## config.mk

```make
export PLATFORM = sky130hd
export DESIGN_NAME = gate_test_sequencer
export DESIGN_NICKNAME = d
export VERILOG_FILES = /design/src/rtl/gate_seq_pkg.sv /design/src/rtl/gate_test_sequencer_expect.sv /design/src/rtl/gate_test_sequencer.sv
export SDC_FILE = /design/constraint.sdc
export NUM_CORES = 1
export LEC_CHECK = 0
export BUFFER_PORTS_ARGS = -buffer_cell sky130_fd_sc_hd__buf_2
export CAP_MARGIN = 15
export CORE_ASPECT_RATIO = 1.75
export CORE_MARGIN = 2
export CORE_UTILIZATION = 30
export CTS_CLUSTER_SIZE = 10
export DETAILED_ROUTE_END_ITERATION = 10
export PLACE_DENSITY = 0.55
export SLEW_MARGIN = 40
export SYNTH_ARGS = -nofsm -noshare
export SYNTH_HDL_FRONTEND = slang
export SYNTH_SLANG_ARGS = --single-unit
```

## constraint.sdc

```tcl
create_clock -name i_clk -period 2.2 [get_ports i_clk]
set_input_delay 0.22 -clock i_clk [delete_from_list [all_inputs] [get_ports i_clk]]
set_output_delay 0.22 -clock i_clk [all_outputs]
set_load 0.01 [all_outputs]
```

## src/rtl/gate_seq_pkg.sv

```systemverilog
// Shared opcode and state encodings for the gate test sequencer.
package gate_seq_pkg;

    typedef enum logic [1:0] {
        OP_AND  = 2'd0,
        OP_OR   = 2'd1,
        OP_XOR  = 2'd2,
        OP_NAND = 2'd3
    } op_e;

    typedef enum logic [1:0] {
        S_IDLE   = 2'd0,
        S_DRIVE  = 2'd1,
        S_SAMPLE = 2'd2,
        S_FIN    = 2'd3
    } state_e;

endpackage

```

## src/rtl/gate_test_sequencer_expect.sv

```systemverilog
// Combinational reference for the selected 2-input bitwise gate.
module gate_expect
    import gate_seq_pkg::*;
#(
    parameter int WIDTH = 1
) (
    input  op_e              i_op,
    input  logic [WIDTH-1:0] i_a,
    input  logic [WIDTH-1:0] i_b,
    output logic [WIDTH-1:0] o_x
);

    always_comb begin
        o_x = '0;
        case (i_op)
            OP_AND:  o_x = i_a & i_b;
            OP_OR:   o_x = i_a | i_b;
            OP_XOR:  o_x = i_a ^ i_b;
            OP_NAND: o_x = ~(i_a & i_b);
            default: o_x = '0;
        endcase
    end

endmodule

```

## src/rtl/gate_test_sequencer.sv

```systemverilog
// Self-test controller: walks a 2-input gate through all {A,B} vectors and counts mismatches.
// Optional first-failure capture ports are enabled by defining GATE_SEQ_FIRST_FAIL_EN.
module gate_test_sequencer
    import gate_seq_pkg::*;
#(
    parameter int WIDTH  = 1,
    parameter int SETTLE = 2,
    parameter int CNT_W  = 8
) (
    input  logic             i_clk,
    input  logic             i_rst_n,
    input  logic             i_start,
    input  logic [1:0]       i_op_sel,
    output logic [WIDTH-1:0] o_a,
    output logic [WIDTH-1:0] o_b,
    input  logic [WIDTH-1:0] i_x,
    output logic             o_busy,
    output logic             o_done,
    output logic             o_pass,
    output logic [CNT_W-1:0] o_err_cnt,
    output logic [1:0]       o_dbg_state
`ifdef GATE_SEQ_FIRST_FAIL_EN
    ,
    output logic             o_fail_vld,
    output logic [WIDTH-1:0] o_fail_a,
    output logic [WIDTH-1:0] o_fail_b
`endif
);

    localparam int VEC_W = 2 * WIDTH;
    localparam int SET_W = (SETTLE > 1) ? $clog2(SETTLE) : 1;
    localparam logic [SET_W-1:0] SETTLE_LAST = SET_W'(SETTLE - 1);
    localparam logic [VEC_W-1:0] VEC_LAST    = '1;

    state_e             r_state;
    op_e                r_op;
    logic [VEC_W-1:0]   r_vec;
    logic [SET_W-1:0]   r_settle;
    logic [CNT_W-1:0]   r_err;
    logic               r_busy;
    logic               r_done;
    logic               r_pass;
    logic [WIDTH-1:0]   w_exp;
    logic               w_mismatch;
    logic [CNT_W-1:0]   w_err_next;
`ifdef GATE_SEQ_FIRST_FAIL_EN
    logic               r_fail_vld;
    logic [WIDTH-1:0]   r_fail_a;
    logic [WIDTH-1:0]   r_fail_b;
`endif

    // A is the upper half of the vector counter, so the sweep order is A-major.
    assign o_a         = r_vec[VEC_W-1:WIDTH];
    assign o_b         = r_vec[WIDTH-1:0];
    assign o_busy      = r_busy;
    assign o_done      = r_done;
    assign o_pass      = r_pass;
    assign o_err_cnt   = r_err;
    assign o_dbg_state = r_state;
`ifdef GATE_SEQ_FIRST_FAIL_EN
    assign o_fail_vld  = r_fail_vld;
    assign o_fail_a    = r_fail_a;
    assign o_fail_b    = r_fail_b;
`endif

    gate_expect #(.WIDTH(WIDTH)) u_expect (
        .i_op (r_op),
        .i_a  (o_a),
        .i_b  (o_b),
        .o_x  (w_exp)
    );

    // X is compared live in SAMPLE; the count saturates instead of wrapping.
    assign w_mismatch = (i_x != w_exp);
    assign w_err_next = (w_mismatch && (r_err != '1)) ? r_err + CNT_W'(1) : r_err;

    always_ff @(posedge i_clk) begin
        if (!i_rst_n) begin
            r_state    <= S_IDLE;
            r_op       <= OP_AND;
            r_vec      <= '0;
            r_settle   <= '0;
            r_err      <= '0;
            r_busy     <= 1'b0;
            r_done     <= 1'b0;
            r_pass     <= 1'b0;
`ifdef GATE_SEQ_FIRST_FAIL_EN
            r_fail_vld <= 1'b0;
            r_fail_a   <= '0;
            r_fail_b   <= '0;
`endif
        end else begin
            r_done <= 1'b0;
            case (r_state)
                S_IDLE: begin
                    if (i_start) begin
                        r_op       <= op_e'(i_op_sel);
                        r_err      <= '0;
                        r_pass     <= 1'b0;
                        r_vec      <= '0;
                        r_settle   <= '0;
                        r_busy     <= 1'b1;
                        r_state    <= S_DRIVE;
`ifdef GATE_SEQ_FIRST_FAIL_EN
                        r_fail_vld <= 1'b0;
                        r_fail_a   <= '0;
                        r_fail_b   <= '0;
`endif
                    end
                end
                S_DRIVE: begin
                    if (r_settle == SETTLE_LAST) begin
                        r_settle <= '0;
                        r_state  <= S_SAMPLE;
                    end else begin
                        r_settle <= r_settle + SET_W'(1);
                    end
                end
                S_SAMPLE: begin
                    r_err <= w_err_next;
`ifdef GATE_SEQ_FIRST_FAIL_EN
                    if (w_mismatch && !r_fail_vld) begin
                        r_fail_vld <= 1'b1;
                        r_fail_a   <= o_a;
                        r_fail_b   <= o_b;
                    end
`endif
                    // DONE/PASS/BUSY are registered on FIN entry so they are valid during FIN.
                    if (r_vec == VEC_LAST) begin
                        r_busy  <= 1'b0;
                        r_done  <= 1'b1;
                        r_pass  <= (w_err_next == '0);
                        r_state <= S_FIN;
                    end else begin
                        r_vec   <= r_vec + VEC_W'(1);
                        r_state <= S_DRIVE;
                    end
                end
                S_FIN: begin
                    r_state <= S_IDLE;
                end
                default: r_state <= S_IDLE;
            endcase
        end
    end

endmodule
```

==> key figures <==
Timing
  • RSZ-0062 raised after global routing: no
  • Pins Over Slew Limit: 0
  • Rel. slew slack: 57.2%
  • Final period util: 94.0%
  • Final setup vio count: 0
  • Final Hold Vio Count: 0
  • Min cycle time layout: 2.07 ns
  • Worst-Margin Slew: 0.637 ns
  • Clock skew: 0.00324 ns
  • F_max: 484 MHz

Worst setup path
  • CP arrival: about 2.3 ns
  • Crit path launch type: flip-flop
  • CP required: between 2 and 2.5 ns
  • R2R Path End: o_pass
  • Critical Path End Type: flip-flop
  • Crit path launch: r_vec[1]
  • Worst Path Class, Setup: flip-flop to flip-flop
  • R2R Setup Slk: between 0.1 and 0.15 ns
  • Cell count of the worst reg-to-reg path: 8
  • Worst Setup EP: o_pass
  • Worst r2r src: r_vec[1]
  • CP max FO: 6

Clock network
  • Worst-path clk slew: 0.07 ns
  • Num CTS Buffers: 3
  • Root buffer cell: clkbuf_8
  • TritonCTS clock tree: built
  • Clock buffer depth: 2
  • Clk_lat worst skew: 0.25 ns
  • Clock Sinks: 18
  • H-Tree Depth: 1
  • Hold_buf cts: 0

Floorplan
  • Core area: between 3000 and 4000 um^2
  • Chip Width: about 51 um
  • Die area: 4350 um^2
  • Initial core utilization: 31.6%
  • Io pins: 21
  • Die span in y: 85.8 um
  • FP Rows: 29

Synthesis
  • Number of flops mapped to enable cells by yosys: 0
  • Mapped Nets: 147
  • Ys async rst share: 0%
  • Seq/Total Area, Yosys: about a third
  • Yosys reg bits: 18
  • Syn Area/Cell: 8.31 um^2
  • Primary FF master, synth: dfxtp_1
  • Distinct cell type count after synthesis: 38
  • Post-Syn Instances: around 140
  • Mapped Area: 1150 um^2
  • Synthesis Warnings: 0

Place
  • Cells after DPL: slightly above 200
  • Buffers added on ports: 20
  • GP Congestion: 0.900
  • DP HPWL: 2250 um

Drt
  • Routed vias/inst: roughly 5.2
  • Remaining antenna violation count: 0
  • Vias: 1,119
  • Router iterations before antenna repair: 4
  • DRC: 0
  • Initial DRC count: 47
  • WL/cell: 13.6 um
  • Drt total wl: 2900 um

GRT
  • GRT Residual Overflow: 0
  • GR Util All Layers: 14.9%
  • Global-route wire length before repair: just over 5000 um
  • Initial antenna violation count: 0
  • Number of global-route vias before repair: between 1,000 and 1,500
  • Largest net degree at the start of global routing: 19

Pwr
  • Peak VDD IR: 0.000402 V
  • Pleak: approximately 0.6 nW
  • Power density over the cells: roughly 460 nW/um^2

Flow run
  • Max-cap violation count: 0

Finish
  • Finished Core Util: 40.4%
  • Fillers: 382
  • Synthesis-to-layout area growth: 27.9%
  • Finished Layout Cells: between 200 and 250
  • Ant diodes: 0
  • # nets final: 179
  • Share of layout cells above drive strength 1: 31.5%

Run status
  • Status: complete, no violations

Hold path
  • Hold Path Class: primary input to flip-flop
## worst max-delay path: stages, from the launching register on
cell and delay (ns):
dfxtp_2 0.35, inv_1 0.08, ha_4 0.22, mux2i_2 0.16
mux2_4 0.38, nor4b_4 0.35, and3_4 0.23, o2bb2ai_2 0.07
o31ai_2 0.16
## per-layer routing
layer	share of wire, %	track usage (%)	vias up
met5	0	0	-
met4	3.7	8.85	0
met3	3.0	2.26	10
met2	54	27.3	28
met1	39	15.4	526
li1	-	-	555
## Yosys cell counts, types with 3 or more instances
library cell / count / area share (%)
nor3_1: 4 / 1.7
a21boi_0: 4 / 2.6
mux2i_1: 7 / 6.1
clkbuf_1: 5 / 1.6
and3_1: 4 / 2.2
dfxtp_1: 18 / 31
inv_1: 6 / 2.0
o21ai_0: 10 / 4.4
and2_1: 4 / 2.2
a21oi_1: 4 / 1.7
nor2b_1: 9 / 4.9
nor2_1: 10 / 3.3
nand4_1: 3 / 1.6
a22oi_1: 3 / 2.0
nand2_1: 13 / 4.3
nand3_1: 6 / 2.6
ha_1: 3 / 3.3
## cell type report
class	count	area [um^2]	share of cell area (%)
inverter	6	22.5	1.54
multi-input combinational	109	792	54.0
timing repair buffer	32	190	13.0
sequential	18	363	24.7
tap	46	57.6	3.92
clock buffer	3	41.3	2.82
## where the power goes
part | internal, W | switching [W] | leakage [nW]
clock | 0.000122 | 0.000111 | 0.0216
combinational | 0.0000427 | 0.0000479 | 0.432
sequential | 0.000334 | 0.0000115 | 0.147
## placed cells by master, fill, tap and decap left out, types with 3 or more instances in the layout
master / n
a21boi_0: 3
a21oi_1: 4
a22oi_1: 3
and2_1: 4
and3_1: 3
buf_2: 20
buf_4: 12
clkbuf_8: 3
dfxtp_1: 16
inv_1: 5
mux2i_1: 5
nand2_1: 13
nand3_1: 6
nand4_1: 3
nor2_1: 10
nor2b_1: 9
nor3_2: 3
o21ai_0: 8
o21ai_1: 4
## sequential cells by signal (all words and copies together), names as in the netlist
signal       count
o_busy           1
o_dbg_state      2
o_done           1
o_err_cnt        8
o_pass           1
r_op             2
r_settle         1
r_vec            2
## worst min path at each step
stage,start,endpoint,slack [ns],cells past startpoint
after floorplan,i_rst_n,o_err_cnt[0],0.35,1
after global placement,i_op_sel[0],r_op[0],0.48,3
after detailed placement,i_op_sel[0],r_op[0],0.49,3
after CTS,i_op_sel[0],r_op[0],0.23,3
after global routing,i_op_sel[0],r_op[0],0.25,3
final,i_op_sel[0],r_op[0],0.23,3
## through the flow
stage / instance area (um^2) / TNS (ns) / power [W] / worst slack [ns] / hold slack (ns)
global placement: 1350 / 0 / 0.000433 / 0.0342 / 0.481
detailed placement: 1350 / -0.0473 / 0.000434 / -0.0473 / 0.492
floorplan: 1150 / 0 / 0.000408 / 0.0449 / 0.348
finish: 1470 / 0 / 0.000669 / 0.132 / 0.231
CTS: 1400 / 0 / 0.000672 / 0.0146 / 0.229
global route: 1470 / 0 / 0.000706 / 0.0180 / 0.248
## cell families after synthesis
group / after synthesis / synth area share [%]
adders and majority gates: 3 / 3.28
AOI/OAI and AO/OA: 31 / 18.3
DFF: 18 / 31.4
buffers and inverters: 11 / 3.60
muxes: 10 / 10.4
and+or+nand+nor: 63 / 31.4
xor gates and xnor gates: 2 / 1.53
## what timing repair did
item,in CTS,in global routing
resized for setup,1,13
endpoints found under the hold margin,0,0
buffers inserted,2,2
setup endpoints to repair,2,9
pin swaps,2,4
No activity file was read; power rests on OpenSTA's default activity.
